==> config.mk <==
export PLATFORM = sky130hd
export DESIGN_NAME = ysyx_22050019_mem_arb
export DESIGN_NICKNAME = d
export VERILOG_FILES = /design/src/rtl/ysyx_22050019_mem_arb.sv
export SDC_FILE = /design/constraint.sdc
export NUM_CORES = 1
export LEC_CHECK = 0
export CORE_AREA = 2 2 214 216
export CTS_BUF_LIST = sky130_fd_sc_hd__clkbuf_4
export DETAILED_ROUTE_END_ITERATION = 16
export DIE_AREA = 0 0 216 218
export SYNTH_ARGS = -nofsm -noshare
export SYNTH_HDL_FRONTEND = slang
export SYNTH_SLANG_ARGS = --single-unit
==> constraint.sdc <==
create_clock -name clk -period 1.5 [get_ports clk]
set_input_delay 0.3 -clock clk [delete_from_list [all_inputs] [get_ports clk]]
set_output_delay 0.3 -clock clk [all_outputs]
set_load 0.01 [all_outputs]
==> src/rtl/ysyx_22050019_mem_arb.sv <==
// Round-robin arbiter sharing one memory port between instruction fetch and load/store.
// One transaction in flight; a WAIT watchdog turns a missing response into an error response.
module ysyx_22050019_mem_arb #(
  parameter int ADDR_W      = 64,
  parameter int DATA_W      = 64,
  parameter int TIMEOUT_CYC = 255
) (
  input  logic                clk,
  input  logic                rst_n,
  input  logic                if_req_valid,
  output logic                if_req_ready,
  input  logic [ADDR_W-1:0]   if_addr,
  output logic                if_rsp_valid,
  output logic                if_rsp_err,
  output logic [DATA_W-1:0]   if_rdata,
  input  logic                ls_req_valid,
  output logic                ls_req_ready,
  input  logic                ls_we,
  input  logic [ADDR_W-1:0]   ls_addr,
  input  logic [DATA_W-1:0]   ls_wdata,
  input  logic [DATA_W/8-1:0] ls_wmask,
  output logic                ls_rsp_valid,
  output logic                ls_rsp_err,
  output logic [DATA_W-1:0]   ls_rdata,
  output logic                mem_req_valid,
  input  logic                mem_req_ready,
  output logic                mem_we,
  output logic [ADDR_W-1:0]   mem_addr,
  output logic [DATA_W-1:0]   mem_wdata,
  output logic [DATA_W/8-1:0] mem_wmask,
  input  logic                mem_rsp_valid,
  input  logic [DATA_W-1:0]   mem_rdata,
  output logic                busy
);

  // state | meaning
  // IDLE  | no transaction; grant decided combinationally from valids and last_grant
  // REQ   | captured request presented to memory until accepted
  // WAIT  | waiting for memory response, watchdog counting
  // RESP  | one-cycle response pulse to the owner
  typedef enum logic [1:0] {IDLE, REQ, WAIT, RESP} state_t;

  localparam int MASK_W    = DATA_W / 8;
  localparam int CNT_W     = (TIMEOUT_CYC > 1) ? $clog2(TIMEOUT_CYC) : 1;
  localparam int TC_LAST_I = (TIMEOUT_CYC > 0) ? TIMEOUT_CYC - 1 : 0;
  localparam logic [CNT_W-1:0] TC_LAST = CNT_W'(TC_LAST_I);
  localparam bit   TO_EN   = (TIMEOUT_CYC != 0);

  state_t              state_q, state_d;
  logic                last_ls_q;
  logic                own_ls_q;
  logic                we_q;
  logic [ADDR_W-1:0]   addr_q;
  logic [DATA_W-1:0]   wdata_q;
  logic [MASK_W-1:0]   wmask_q;
  logic [CNT_W-1:0]    cnt_q;

  logic                grant_if, grant_ls;
  logic                rsp_hit, tmo_hit, done;
  logic [DATA_W-1:0]   rsp_data;

  // On a tie the requester that did not win last time gets the port.
  assign grant_if = (state_q == IDLE) & if_req_valid & (~ls_req_valid | last_ls_q);
  assign grant_ls = (state_q == IDLE) & ls_req_valid & (~if_req_valid | ~last_ls_q);

  // A response landing on the final watchdog cycle still counts as a good response.
  assign rsp_hit  = (state_q == WAIT) & mem_rsp_valid;
  assign tmo_hit  = TO_EN & (state_q == WAIT) & ~mem_rsp_valid & (cnt_q == TC_LAST);
  assign done     = rsp_hit | tmo_hit;
  assign rsp_data = (rsp_hit & ~we_q) ? mem_rdata : '0;

  assign mem_we    = we_q;
  assign mem_addr  = addr_q;
  assign mem_wdata = wdata_q;
  assign mem_wmask = wmask_q;
  assign busy      = (state_q != IDLE);

  always_comb begin
    state_d       = state_q;
    if_req_ready  = 1'b0;
    ls_req_ready  = 1'b0;
    mem_req_valid = 1'b0;
    case (state_q)
      IDLE: begin
        if_req_ready = grant_if;
        ls_req_ready = grant_ls;
        if (grant_if | grant_ls) state_d = REQ;
      end
      REQ: begin
        mem_req_valid = 1'b1;
        if (mem_req_ready) state_d = WAIT;
      end
      WAIT: begin
        if (done) state_d = RESP;
      end
      RESP: begin
        state_d = IDLE;
      end
      default: state_d = IDLE;
    endcase
  end

  always_ff @(posedge clk) begin
    if (!rst_n) begin
      state_q      <= IDLE;
      last_ls_q    <= 1'b1;
      own_ls_q     <= 1'b0;
      we_q         <= 1'b0;
      addr_q       <= '0;
      wdata_q      <= '0;
      wmask_q      <= '0;
      cnt_q        <= '0;
      if_rsp_valid <= 1'b0;
      if_rsp_err   <= 1'b0;
      if_rdata     <= '0;
      ls_rsp_valid <= 1'b0;
      ls_rsp_err   <= 1'b0;
      ls_rdata     <= '0;
    end else begin
      state_q <= state_d;

      // Requesters may move on after the handshake; memory only ever sees this copy.
      if (grant_if | grant_ls) begin
        own_ls_q  <= grant_ls;
        last_ls_q <= grant_ls;
        we_q      <= grant_ls & ls_we;
        addr_q    <= grant_ls ? ls_addr : if_addr;
        wdata_q   <= grant_ls ? ls_wdata : '0;
        wmask_q   <= grant_ls ? ls_wmask : '0;
      end

      if (state_q == REQ) begin
        cnt_q <= '0;
      end else if (state_q == WAIT) begin
        cnt_q <= cnt_q + 1'b1;
      end

      if_rsp_valid <= done & ~own_ls_q;
      ls_rsp_valid <= done & own_ls_q;
      if (done & ~own_ls_q) begin
        if_rdata   <= rsp_data;
        if_rsp_err <= tmo_hit;
      end
      if (done & own_ls_q) begin
        ls_rdata   <= rsp_data;
        ls_rsp_err <= tmo_hit;
      end
    end
  end

endmodule

# Word-level counts from Yosys, hierarchy flattened

Index checks and enable logic that the tools add are counted.

Output and inout bits: 273
Logic and storage cells: 59
Flip-flop bits (word level): 281
Input bits: 271

Add/sub/neg operators: 1
Multiplexer cells: 11
Bitwise operators: 22
Equal/unequal tests: 7
Reduce and logical (&&, ||, !) cells: 4

Operators by type and width:

| operator              | count |
|---|---|
| $mux W64              | 3 |
| $and A1 B1 Y1         | 11 |
| $add A8 B1 Y8 const B | 1 |
| $eq A8 B8 Y1 const B  | 1 |
| $mux W8               | 1 |
| $pmux W2 S4           | 1 |
| $not A1 Y1            | 7 |
| $mux W2               | 3 |
| $eq A2 B2 Y1 const B  | 2 |
| $ne A2 B2 Y1 const B  | 2 |
| $or A1 B1 Y1          | 4 |
| $mux W1               | 3 |
| $reduce_and A3 Y1     | 1 |
| $eq A2 B1 Y1 const B  | 1 |
| $logic_not A2 Y1      | 1 |
| $ne A2 B1 Y1 const B  | 1 |
| $reduce_bool A2 Y1    | 1 |
| $reduce_or A2 Y1      | 1 |

# Logic depth before layout (Yosys ltp)

Gate-level depths: netlist of the first run.

Depth in word-level cells: 6
Gate-level depth with buffers: 8

# Worst setup path before layout of the first run

OpenSTA, ideal clock, no wires.

Path kind: reg2reg
Start point: register state_q[0]
End point: register addr_q[43] (netlist: mem_addr[43])
Buffers on the path: 2
Data required time: 1363 ps
Slack: -133 ps
Library setup time: 137 ps
Arrival time: 1496 ps
Cell stages (with the launch flop): 8
Cell sequence: dfxtp_1 > inv_1 > ha_1 > inv_1 > nor2_1 > clkbuf_1 > buf_1 > a211oi_1

Word-level cells in the longest chain between the ends: 4
Elaborated cells between the ends (all ways): 7
Those cells by class: mux (1); bitwise (5); reduce/logical (1)

RTL lines:

| what                                            | RTL line | source |
|---|---|---|
| from (decl)                                     | 49       | `state_t state_q, state_d;` |
| from (signal assigned)                          | 120      | `state_q <= state_d;` |
| $logic_not A2 Y1 *                              | 63, 64   |  |
| $and A1 B1 Y1 (on tied branches) (2 in series)  | 64, 63   |  |
| $mux W64 / $or A1 B1 Y1 (equally long branches) | 127, 123 |  |
| to (signal assigned)                            | 127      | `addr_q <= grant_ls ? ls_addr : if_addr;` |
| to (decl)                                       | 53       | `logic [ADDR_W-1:0] addr_q;` |

Mark *: on every way between the ends. The rest lies on a longest branch, timed or not.
A chain may end at the register's enable or synchronous reset.

# Worst setup path after layout of the first run

Start point: register state_q[1]
End point: output if_req_ready

Word-level cells in the longest chain between the ends: 4

RTL lines:

| what                        | RTL line | source |
|---|---|---|
| $logic_not A2 Y1 *          | 63, 83   |  |
| $and A1 B1 Y1 (2 in series) | 63       | `assign grant_if = (state_q == IDLE) & if_req_valid & (~ls_req_valid \| last_ls_q);` |
| $mux W1 *                   | 83       | `case (state_q)` |
| to (decl)                   | 11       | `output logic if_req_ready,` |

Marked as above.

==> summary.txt, run 1 <==
Outcome
  • Status: finished, violations left
  • Failing checks: setup timing

Flow run
  • Maxcap violations: 0

STA
  • Final WS setup: -0.5599 ns
  • Tmin final: 2.060 ns
  • Clock skew: 0.03517 ns
  • Fin crit share: 1.373
  • Hold Vio Cnt, Final: 0
  • Worst hold slack: 0.1453 ns
  • Setup tns final: -65.28 ns
  • Max Freq: 0.4855 GHz
  • Unrepaired setup endpoints after global routing: yes
  • Worst relative slew slack: 0.7405
  • Worst-Margin Slew: 0.3892 ns
  • Finish-stage setup viols: 456
  • Max-slew violation count: 0

Placement
  • Final GP Congestion: ~0.8
  • Port buffer count: approximately 540
  • Placed cell area: 16790 µm²
  • Dpl hpwl: around 30000 µm
  • Placed cells: approximately 2100
  • Post-Place Worst Slack: -0.5683 ns

Synthesis
  • Largest area contributor in the netlist: dfxtp_1
  • Instance count of the mapped netlist: 915
  • Synth Net Count: around 1200
  • Post-synth top area share: 0.5657
  • Ys Warns: 0
  • Ranking of synthesized cells by area: dfxtp_1, a32o_1, mux2i_1
  • Seq/Total Area, Yosys: 0.5657
  • Synthesized area: slightly below 10000 µm²
  • Avg Cell Area, Syn: 10.87 µm²
  • Count of different cell masters after synthesis: 34
  • Register bit total from synthesis: 281

Layout
  • Most frequent cells in the layout: buf_6, dfxtp_2, clkdlybuf4s50_1
  • Commonest non-fill, non-tap cell in the layout: buf_6
  • Number of fill cells: between 4000 and 5000
  • NumNets Final: 1900
  • Final cell count without fillers: 2290
  • Layout Utilization: 0.4521
  • Design Area, Final: 20300 µm²
  • Area growth syn-to-layout: 104.1%
  • Layout cell share with drive strength beyond 1: 0.5453

Hold path
  • Hold Path Class: in -> reg
  • Hold depth: 3
  • Hold Crit Endpoint: mem_wdata[52]$_SDFFE_PN0P_
  • Hold path start: ls_wdata[52]

Clock network
  • Clk buf depth: 3
  • CTS sink cnt: 281
  • Root Buffer: clkbuf_4
  • H-tree levels: 3
  • Later-pin clock latency in the skew report: 0.79 ns
  • CTS tree: built
  • CTS clk-pin slew, worst paths: 0.06 ns
  • CTS Buf Count: 80

Detailed routing
  • Antenna Nets Post-Route: 0
  • Vias: 10680
  • DRT Pass-1 Iters: 5
  • Routed length per instance: 19.50 µm
  • DRC Markers: 0
  • Vias per cell: 4.662
  • Starting DRT DRC Count: approximately 520
  • Final wirelength: 44660 µm

Floorplan
  • Rows: just under 80
  • Die X: between 200 and 250 µm
  • DIE AREA: 47090 µm²
  • Core Area: 44890 µm²
  • Die H: around 220 µm
  • IO Pins: 544
  • Initial Util: 0.2215

Global routing
  • Largest net degree at the start of global routing: 52
  • First-pass GRT wire length: roughly 63000 µm
  • Initial antenna violation count: 7
  • Total gr overflow: 0
  • GR Util All Layers: 0.1730
  • Vias in the first global route: 10860

Power
  • Peak VDD IR: ~0.97 mV
  • Total power: 29.92 mW
  • Lkg Pwr: between 8 and 9 nW
  • PD cells: about 1500 nW/µm²

Setup path
  • Worst path required time: 1.20 ns
  • R2r startpoint: state_q[1]$_SDFFE_PN0P_
  • RR Endpoint: mem_addr[27]$_SDFFE_PN0P_
  • Flop-to-flop setup slack: -0.48 ns
  • Worst reg2reg path depth: 11
  • Crit path max fanout: 4
  • CP Class: reg -> out
  • Nature of the critical path endpoint: primary output
  • Worst path arrival time: 1.76 ns
  • CP startpoint kind: register
[worst max path at each step]
stage | endpoint | startpoint | cells after the start
5_1_grt | if_req_ready | state_q[1]$_SDFFE_PN0P_ | 6
2_1_floorplan | ls_rdata[10]$_SDFFE_PN0P_ | cnt_q[0]$_SDFFE_PP0N_ | 7
3_5_place_dp | if_req_ready | if_req_valid | 5
4_1_cts | if_req_ready | state_q[0]$_SDFFE_PN0P_ | 6
3_3_place_gp | if_req_ready | if_req_valid | 5
6_report | if_req_ready | state_q[1]$_SDFFE_PN0P_ | 6
[registers in the layout (all words and copies together) (netlist names)]
signal / flops
ls_rsp_err: 1
ls_rdata: 64
cnt_q: 8
if_rdata: 64
if_rsp_err: 1
own_ls_q: 1
last_ls_q: 1
state_q: 2
mem_wdata: 64
if_rsp_valid: 1
mem_wmask: 8
mem_we: 1
ls_rsp_valid: 1
mem_addr: 64
[repair_timing]
action / in CTS / in global routing
gates resized for setup: 1741 / 73
endpoints found under the setup margin: 546 / 547
hold buffers: 1 / 0
endpoints found under the hold margin: 19 / 0
cloned: 11 / 15
setup buffers: 41 / 19
pin swaps: 37 / 52
[cell type report]
type                            count  area [µm²]  share of cell area
Timing Repair Buffer              720        8189              0.4035
Sequential cell                   281        5978              0.2945
Inverter                            8       35.03            0.001726
Tap cell                          600       750.7             0.03699
Clock inverter                     19       143.9            0.007089
Clock buffer                      126       945.9             0.04660
Antenna cell                        3       7.507           0.0003699
Multi-Input combinational cell    533        4247              0.2092
[cell usage after synthesis, drive strengths merged]
master,n
a211oi,66
a21oi,8
a22oi,73
a311oi,1
a31oi,2
a32o,128
buf,33
clkbuf,60
dfxtp,281
ha,5
inv,8
mux2i,65
nand2,9
nand2b,1
nand3,3
nand4,3
nor2,148
nor2b,1
nor3,5
o211ai,1
o21ai,4
o21ba,1
o21bai,1
o31ai,1
or3,2
xnor2,2
xor2,3
[cell families after synthesis]
| logic type | synth area share |
|---|---|
| xor+xnor | 0.004405 |
| fa+ha+maj | 0.006292 |
| mux | 0.06543 |
| simple gates | 0.06870 |
| compound gates | 0.2470 |
| flops | 0.5657 |
| buf+inv | 0.04241 |
[report_power, final]
part	switching (mW)	total [mW]	internal, mW	leakage (nW)
Clock	3.42	7.58	4.17	0.642
Sequential	0.790	9.56	8.77	2.41
Combinational	5.41	12.8	7.37	5.10
[metal layers]
layer / vias up / wire, µm / GRT usage
met5: - / 25 / 0
met4: 4 / 1826 / 0.09863
li1: 4981 / - / -
met3: 97 / 3854 / 0.06262
met1: 5097 / 16360 / 0.1782
met2: 498 / 22590 / 0.3041
[critical path: stages (launching register included)]
cell and delay (ns):
dfxtp_2 0.32, inv_2 0.07, ha_4 0.19, nand2_4 0.07
a21oi_4 0.12, buf_6 0.13, buf_6 0.10
Power figures use the tool's default switching activity.
==> inputs of run 2 (changes only) <==
--- a/config.mk
+++ b/config.mk
@@ -9,6 +9,7 @@
 export CTS_BUF_LIST = sky130_fd_sc_hd__clkbuf_4
 export DETAILED_ROUTE_END_ITERATION = 16
 export DIE_AREA = 0 0 216 218
+export HOLD_SLACK_MARGIN = 0.06
 export SYNTH_ARGS = -nofsm -noshare
 export SYNTH_HDL_FRONTEND = slang
 export SYNTH_SLANG_ARGS = --single-unit
==> summary.txt, run 2 (synthesis results as in run 1) <==
STA
  • Worst-Margin Slew: 0.3939 ns (+0.004663 ns)
  • Unrepaired setup endpoints after global routing: yes
  • Max Freq: 0.4845 GHz (-0.20%)
  • Worst relative slew slack: 0.7374 (-0.003108)
  • Tmin final: 2.064 ns (+0.004162 ns)
  • Max-slew violation count: 0 (unchanged)
  • Hold Vio Cnt, Final: 0 (unchanged)
  • Final WS setup: -0.5640 ns (-0.004162 ns)
  • Fin crit share: 1.376 (+0.002775)
  • Clock skew: 0.04453 ns (+0.009361 ns)
  • Finish-stage setup viols: 392 (-14%)
  • Setup tns final: -63.03 ns (+2.251 ns)

Global routing
  • Initial antenna violation count: 5 (-2)
  • First-pass GRT wire length: 64650 µm (+3.3%)
  • Vias in the first global route: 11320 (+4.2%)
  • Total gr overflow: 0 (unchanged)
  • GR Util All Layers: 0.1780 (+0.005010)
  • Largest net degree at the start of global routing: 52 (unchanged)

Clock network
  • CTS tree: built
  • H-tree levels: 3 (unchanged)
  • Root Buffer: clkbuf_4
  • CTS sink cnt: 281 (unchanged)
  • Clk buf depth: 3 (unchanged)
  • Later-pin clock latency in the skew report: 0.78 ns (about the same)
  • CTS Buf Count: 80 (unchanged)
  • CTS clk-pin slew, worst paths: 0.06 ns (about the same)

Layout
  • Design Area, Final: 21030 µm² (+3.6%)
  • Area growth syn-to-layout: 111.5%
  • Most frequent cells in the layout: buf_6, dfxtp_2, clkdlybuf4s50_1
  • Layout cell share with drive strength beyond 1: 0.5227 (-0.02265)
  • Layout Utilization: 0.4685 (+0.01636)
  • NumNets Final: 1975 (+3.9%)
  • Commonest non-fill, non-tap cell in the layout: buf_6
  • Final cell count without fillers: 2365 (+3.3%)

Power
  • Peak VDD IR: 0.9683 mV (-0.38%)
  • PD cells: 1437 nW/µm² (-2.5%)
  • Lkg Pwr: 8.462 nW (+3.8%)

Floorplan
  • Die X: 216 µm (unchanged)
  • DIE AREA: 47090 µm² (unchanged)
  • Die H: 218 µm (unchanged)
  • Initial Util: 0.2215 (unchanged)
  • Core Area: 44890 µm² (unchanged)
  • IO Pins: 544 (unchanged)
  • Rows: 78 (unchanged)

Setup path
  • CP Class: reg -> out
  • Crit path max fanout: 4 (unchanged)
  • Buffers and inverters on the worst path: 3 (unchanged)
  • R2r startpoint: state_q[1]$_SDFFE_PN0P_
  • CP startpoint kind: register
  • Nature of the critical path endpoint: primary output
  • Crit path cell chain: inv_2 > ha_4 > nand2_4 > a21oi_4 > buf_6 > buf_6
  • Worst path required time: 1.20 ns (about the same)
  • Worst path arrival time: 1.76 ns (about the same)
  • Flop-to-flop setup slack: -0.49 ns (about the same)
  • CP top delay family: flip-flops
  • Worst reg2reg path depth: 10 (-1)
  • Crit path top cell by count: buf_6
  • Slowest stage delay, CP: 0.32 ns (about the same)
  • Slowest cell on the critical path: dfxtp_2
  • RR Endpoint: mem_addr[45]$_SDFFE_PN0P_

Placement
  • Port buffer count: 543 (unchanged)
  • Dpl hpwl: 29920 µm (unchanged)
  • Placed cells: 2059 (unchanged)
  • Placed cell area: 16790 µm² (unchanged)
  • Final GP Congestion: 0.8018 (unchanged)

Detailed routing
  • DRT Pass-1 Iters: 6 (+1)
  • DRC Markers: 0 (unchanged)
  • Antenna Nets Post-Route: 0 (unchanged)
  • Vias per cell: 4.666 (about the same)
  • Routed length per instance: 19.37 µm (-0.67%)
  • Starting DRT DRC Count: 548 (+5.0%)
  • Final wirelength: 45810 µm (+2.6%)
  • Vias: 11040 (+3.4%)

Outcome
  • Status: finished, violations left
  • Failing checks: setup timing

Hold path
  • Hold Path Class: in -> reg
  • Hold Crit Endpoint: mem_wdata[30]$_SDFFE_PN0P_
  • Hold path start: ls_wdata[30]
  • Hold depth: 3 (unchanged)

Flow run
  • Maxcap violations: 0 (unchanged)
==> run 2: changes by cell type in the layout (fill, tap and decap cells not counted) <==
cell | previous run | this run
dlygate4sd3_1 | 1 | 75
buf_4 | 97 | 100
buf_6 | 283 | 281
a22oi_1 | 71 | 70
a22oi_2 | 2 | 3
buf_8 | 5 | 6
clkbuf_16 | 14 | 13
dfxtp_1 | 7 | 8
dfxtp_2 | 270 | 269
==> run 2: worst min-delay path: cells and delay by family <==
family	cells	cell delay [ns]
AND/OR/NAND/NOR	1	0.07
buffers and inverters	1	0.45
AO/OA/AOI/OAI	1	0.07
==> run 2: cell type report <==
| class | count | area [µm²] |
|---|---|---|
| antenna | 3 | 7.507 |
| clock buffer | 126 | 945.9 |
| clock inverter | 19 | 143.9 |
| fill | 4093 | 23860 |
| inverter | 8 | 35.03 |
| multi-input combinational | 533 | 4252 |
| sequential | 281 | 5977 |
| tap | 600 | 750.7 |
| timing repair buffer | 795 | 8920 |
==> run 2: through the flow <==
stage / power [mW] / hold WS [ns] / setup WS [ns]
after floorplan: 13.39 / 0.3966 / -0.07335
after global placement: 18.25 / 0.4455 / -0.5767
after detailed placement: 18.38 / 0.4534 / -0.5683
after CTS: 29.16 / 0.06067 / -0.7148
after global routing: 31.85 / 0.1079 / -0.7217
final: 30.23 / 0.1774 / -0.5640
==> run 2: worst max-delay path by stage <==
stage	startpoint	endpoint	slack [ns]	cells past startpoint
after floorplan	cnt_q[0]$_SDFFE_PP0N_	ls_rdata[10]$_SDFFE_PN0P_	-0.07	7
after global placement	if_req_valid	if_req_ready	-0.58	5
after detailed placement	if_req_valid	if_req_ready	-0.57	5
after CTS	state_q[0]$_SDFFE_PN0P_	if_req_ready	-0.71	6
after global routing	state_q[1]$_SDFFE_PN0P_	if_req_ready	-0.72	6
final	state_q[1]$_SDFFE_PN0P_	if_req_ready	-0.56	6
==> run 2: timing repair <==
| item | 4_1_cts | 5_1_grt |
|---|---|---|
| hold buffers | 75 | 0 |
| setup endpoints to repair | 546 | 547 |
| resized for setup | 1741 | 73 |
| pin swaps | 37 | 43 |
| setup buffers | 41 | 21 |
| hold endpoints to repair | 109 | 0 |
| gates cloned | 11 | 14 |
==> run 2: metal layers <==
| metal | global-route usage | routed length (µm) | share of wire |
|---|---|---|---|
| met5 | 0 | 11 | 0.00024 |
| met4 | 0.1011 | 1865 | 0.041 |
| met3 | 0.06457 | 3982 | 0.087 |
| met2 | 0.3153 | 23310 | 0.51 |
| met1 | 0.1814 | 16640 | 0.36 |
==> run 2: report_power, final <==
group | internal, mW | total [mW] | switching (mW)
Sequential | 8.77 | 9.57 | 0.800
Clock | 4.17 | 7.57 | 3.40
Combinational | 7.58 | 13.1 | 5.51
